**src/rtl/fp_issue_ctrl.sv**
```systemverilog
// rtl/fp_issue_ctrl.sv - single-outstanding FP issue/writeback controller (optional sticky flags: FP_FFLAGS_EN)
module fp_issue_ctrl #(
    parameter int FLEN = 32,
    parameter int XLEN = 32
) (
    input  logic            clk_i,
    input  logic            rst_i,
    input  logic            dec_valid_i,
    input  logic [3:0]      dec_op_i,
    input  logic            dec_op_mod_i,
    input  logic [2:0]      dec_rm_i,
    input  logic [4:0]      dec_waddr_i,
    input  logic            dec_fp_we_i,
    input  logic            dec_int_we_i,
    input  logic            dec_move_i,
    input  logic            dec_ls_i,
    input  logic [FLEN-1:0] opa_i,
    input  logic [FLEN-1:0] opb_i,
    input  logic [FLEN-1:0] opc_i,
    input  logic [XLEN-1:0] int_op_i,
    input  logic            flush_i,
    output logic            accept_o,
    output logic            stall_o,
    output logic            fpu_in_valid_o,
    input  logic            fpu_in_ready_i,
    output logic [3:0]      fpu_op_o,
    output logic            fpu_op_mod_o,
    output logic [2:0]      fpu_rm_o,
    output logic [FLEN-1:0] fpu_opa_o,
    output logic [FLEN-1:0] fpu_opb_o,
    output logic [FLEN-1:0] fpu_opc_o,
    input  logic            fpu_out_valid_i,
    output logic            fpu_out_ready_o,
    input  logic [FLEN-1:0] fpu_result_i,
    input  logic [4:0]      fpu_status_i,
    output logic            fp_wb_en_o,
    output logic [4:0]      fp_wb_addr_o,
    output logic [FLEN-1:0] fp_wb_data_o,
    output logic            int_wb_en_o,
    output logic [4:0]      int_wb_addr_o,
    output logic [XLEN-1:0] int_wb_data_o,
    input  logic            fflags_clr_i,
    output logic [4:0]      fflags_o
);

    localparam logic [3:0] OP_I2F = 4'd12;

    typedef enum logic [1:0] {IDLE, ISSUE, EXEC, WB} state_t;

    state_t          state;
    logic            fp_we_q;
    logic            int_we_q;
    logic            move_q;
    logic            drop_q;
    logic [4:0]      waddr_q;
    logic [FLEN-1:0] result_q;
    logic            wb_fire;

    assign accept_o        = (state == IDLE) & dec_valid_i;
    assign stall_o         = dec_valid_i & ~accept_o;
    assign fpu_in_valid_o  = (state == ISSUE);
    assign fpu_out_ready_o = (state == EXEC);

    assign wb_fire       = (state == WB) & ~flush_i;
    assign fp_wb_en_o    = wb_fire & fp_we_q;
    assign int_wb_en_o   = wb_fire & int_we_q & ~fp_we_q;
    assign fp_wb_addr_o  = waddr_q;
    assign int_wb_addr_o = waddr_q;
    assign fp_wb_data_o  = result_q;
    assign int_wb_data_o = result_q[XLEN-1:0];

    always_ff @(posedge clk_i or posedge rst_i) begin
        if (rst_i) begin
            state        <= IDLE;
            fp_we_q      <= 1'b0;
            int_we_q     <= 1'b0;
            move_q       <= 1'b0;
            drop_q       <= 1'b0;
            waddr_q      <= '0;
            result_q     <= '0;
            fpu_op_o     <= '0;
            fpu_op_mod_o <= 1'b0;
            fpu_rm_o     <= '0;
            fpu_opa_o    <= '0;
            fpu_opb_o    <= '0;
            fpu_opc_o    <= '0;
        end else begin
            case (state)
                IDLE: begin
                    if (dec_valid_i && !dec_ls_i) begin
                        waddr_q  <= dec_waddr_i;
                        fp_we_q  <= dec_fp_we_i;
                        int_we_q <= dec_int_we_i;
                        move_q   <= dec_move_i;
                        drop_q   <= 1'b0;
                        if (dec_move_i) begin
                            result_q <= FLEN'(int_op_i);
                            state    <= WB;
                        end else begin
                            fpu_op_o     <= dec_op_i;
                            fpu_op_mod_o <= dec_op_mod_i;
                            fpu_rm_o     <= dec_rm_i;
                            fpu_opa_o    <= (dec_op_i == OP_I2F) ? FLEN'(int_op_i) : opa_i;
                            fpu_opb_o    <= opb_i;
                            fpu_opc_o    <= opc_i;
                            state        <= ISSUE;
                        end
                    end
                end
                ISSUE: begin
                    // A flush racing the input handshake still owes FPnew a result slot.
                    if (fpu_in_ready_i) begin
                        drop_q <= flush_i;
                        state  <= EXEC;
                    end else if (flush_i) begin
                        state <= IDLE;
                    end
                end
                EXEC: begin
                    if (flush_i) drop_q <= 1'b1;
                    if (fpu_out_valid_i) begin
                        if (drop_q || flush_i) begin
                            state <= IDLE;
                        end else begin
                            result_q <= fpu_result_i;
                            state    <= WB;
                        end
                    end
                end
                WB: state <= IDLE;
            endcase
        end
    end

`ifdef FP_FFLAGS_EN
    logic [4:0] status_q;
    logic [4:0] fflags_q;

    // A clear coinciding with an update drops the old flags but keeps the new status.
    always_ff @(posedge clk_i or posedge rst_i) begin
        if (rst_i) begin
            status_q <= '0;
            fflags_q <= '0;
        end else begin
            if (state == EXEC && fpu_out_valid_i) status_q <= fpu_status_i;
            if (wb_fire && !move_q) begin
                fflags_q <= (fflags_clr_i ? 5'b0 : fflags_q) | status_q;
            end else if (fflags_clr_i) begin
                fflags_q <= '0;
            end
        end
    end

    assign fflags_o = fflags_q;
`else
    logic unused_fflags;
    assign unused_fflags = ^{fpu_status_i, fflags_clr_i, move_q};
    assign fflags_o      = '0;
`endif

endmodule

```
**config.mk**
```make
export PLATFORM = sky130hd
export DESIGN_NAME = fp_issue_ctrl
export DESIGN_NICKNAME = d
export VERILOG_FILES = /design/src/rtl/fp_issue_ctrl.sv
export SDC_FILE = /design/constraint.sdc
export NUM_CORES = 1
export LEC_CHECK = 0
export BUFFER_PORTS_ARGS = -buffer_cell sky130_fd_sc_hd__buf_2
export CORE_AREA = 2 2 146 148
export DETAILED_ROUTE_END_ITERATION = 6
export DIE_AREA = 0 0 148 150
export RECOVER_POWER = 100
export SLEW_MARGIN = 20
export SYNTH_ARGS = -nofsm -noshare
export SYNTH_HDL_FRONTEND = slang
export SYNTH_SLANG_ARGS = --single-unit
```
**constraint.sdc**
```tcl
create_clock -name clk_i -period 7.1 [get_ports clk_i]
set_input_delay 1.42 -clock clk_i [delete_from_list [all_inputs] [get_ports clk_i]]
set_output_delay 1.42 -clock clk_i [all_outputs]
set_load 0.05 [all_outputs]
```
==> results_dict.tcl <==
set metrics [dict create \
    syn_area_mm2 0.006790 \
    rsz0062_at_grt "false" \
    worstPathCellList "buf_2 > nand2b_1 > nor2_1 > buf_4 > mux2_2" \
    dieArea_mm2 0.02220 \
    drive_gt1_share_pct 41.42 \
    avgSynthCellArea_um2 13.80 \
    hold_buffers 0 \
    hold_viol 0 \
    synth_top_cell_area_share_pct 53.81 \
    dpl.hpwl_um 13100 \
    rrSetupSlack_ns 2.62 \
    drv_slew 158 \
    h-tree-depth 4 \
    grt_start_max_net_pins 84 \
    synth_seq_cells 146 \
    path_clk_slew_ns 0.06 \
    totalWireLength_um 17730 \
    port_buffers 366 \
    max_freq_ghz 0.2085 \
    synth_cells 492 \
    fin_worst_skew_ns 0.01311 \
    antenna_found_initial 0 \
    grt.total_usage_pct 15.79 \
    cts_resized 0 \
    initial_core_util_pct 32.82 \
    io_pins 378 \
    critPathCaptureType "flip-flop" \
    relSlewSlack_pct -152.2 \
    synth_top_area_cell "dfrtp_1" \
    setup_violations 0 \
    place.gp.congestion 0.7605 \
    fin_nets 1016 \
    hp-start "int_we_q" \
    initialDrtViolationCount 168 \
    arrival_ns 5.09 \
    finalWorstSetupSlack_ns 2.305 \
    vias 4885 \
    pre_cts_slack_ns 3.344 \
    ant_nets 0 \
    synthToLayoutAreaGrowth_pct 29.57 \
    min_period_ns 4.795 \
    cts_buffers 17 \
    synth_area_leaders "dfrtp_1 (54%), mux2_2 (19%), mux2_4 (6.6%)" \
    startpoint_type "primary input" \
    reg2reg_depth 6 \
    wl_met1_um 7054 \
    viasPerCell 4.409 \
    drv_cap 4 \
    cp_max_fo 41 \
    wl_met3_um 1677 \
    synth.distinct_cells 31 \
    min_path_type "reg2reg" \
    tightest_slew_ns 3.763 \
    holdPathStages 1 \
    wl_met2_um 8830 \
    slowest_delay_ns 2.21 \
    overflow 0 \
    holdPathEnd "int_we_q" \
    reg2reg_to "fpu_opc_o[25]" \
    period_share_pct 67.54 \
    final.setup.tns_ns 0 \
    cts_tree "yes" \
    grt_pass1_vias 5125 \
    status "finished with violations" \
    wl_per_cell_um 16.01 \
    worstSetupPathType "in2reg" \
    cts_max_path_buffers 2 \
    drc 0 \
    cts_root_buffer "clkbuf_16" \
    num_antenna_cells 0 \
    clock_latency_ns 0.42 \
    cts_setup_buffers 0 \
    grt_pass1_wl_um 27020 \
    highest_layer "met4" \
    rr_startpoint "state[0]" \
    design.core.area_mm2 0.02069 \
    worstPathRequired_ns 7.40 \
    numClockSinks 146 \
    yosysWarnings 0 \
    cp_slowest_cell "nor2_1" \
    num_rows 53 \
    die_x_um 148 \
    final_core_util_pct 42.53 \
    yosysSeqAreaShare_pct 53.81 \
    violations "max-capacitance violations, max-slew violations" \
    die_h_um 150 \
    drt_pass1_iterations 5 \
]
[layer usage]
layer	vias up	track usage [%]
met1	2332	18.38
met5	-	0
met3	11	6.494
li1	2333	-
met4	0	4.238
met2	209	26.97
[final cells by class]
type                            instances  area, µm²
Tap cell                              275      344.1
Fill cell                            2100      11890
Clock buffer                           18      429.2
Multi-Input combinational cell        277       2542
Sequential cell                       146       3654
Inverter                                6      23.77
Clock inverter                         14      162.7
Timing Repair Buffer                  372       1643
[synthesized netlist by cell type (all sizes together)]
cell type and instances:
a211o 1, clkbuf 1, a21oi 32, mux2 143, o21ai 4, dfrtp 146, nand3b 1, nand2 2
nor2b 4, nand3 2, a222oi 1, a2111oi 1, inv 6, nor3b 1, nand2b 2, and4bb 1
o2111ai 1, conb 1, nor2 33, a21o 1, ha 7, and3 1, mux2i 32, buf 66
and2 1, nor4bb 1
[through the flow]
step	instances	instance area [µm²]	hold WS [ns]
6_report	1108	8798	0.4988
5_1_grt	1108	8798	0.5067
4_1_cts	1108	9133	0.5018
3_5_place_dp	1076	8541	0.4873
3_3_place_gp	1076	8541	0.4823
2_1_floorplan	496	6805	0.4713
[cell usage in the layout (no fill, tap or decap), types with 5 or more instances in the layout]
cell type  netlist  layout
a21oi_1         32      32
clkbuf_1         1     186
inv_1            6       5
mux2_2         113     113
nor2_1          32      33
clkbuf_16        0      17
buf_4           53       5
buf_2            8     182
dfrtp_1        146     146
ha_1             7       7
conb_1           1       5
mux2_4          30      11
mux2i_1         32      32
mux2_1           0      19
[kinds of logic after synthesis]
group	synth area share, %
mux	30.09
simple gates	3.649
fa+ha+maj	1.290
compound gates	3.556
flops	53.80
buf+inv	7.555
other cells	0.05523
[registers in the layout, summed over array words and instances, names as in the netlist]
register / count
fpu_rm_o: 3
fpu_op_mod_o: 1
fpu_opc_o: 32
fp_wb_addr_o: 5
fpu_opb_o: 32
fpu_op_o: 4
drop_q: 1
state: 2
fpu_opa_o: 32
fp_wb_data_o: 32
int_we_q: 1
fp_we_q: 1
[worst max-delay path: cells and delay by family]
family	cells	cell delay, ns
multiplexers	1	0.40
buffers and inverters	2	0.84
AND/OR/NAND/NOR	2	2.40
[how the worst max path moves through the flow]
stage	end	startpoint	slack [ns]	depth (start not counted)
3_3_place_gp	fpu_opb_o[27]	dec_ls_i	3.35	5
2_1_floorplan	drop_q	rst_i	1.76	1
4_1_cts	int_wb_en_o	flush_i	3.55	3
6_report	fpu_opc_o[25]	dec_ls_i	2.30	5
5_1_grt	fpu_opb_o[16]	dec_ls_i	1.93	5
3_5_place_dp	fpu_opc_o[25]	dec_ls_i	3.34	5
Power is left out: the tool's default activity adds up to more than one toggle a clock period on the data nets, which glitch-free logic cannot reach.
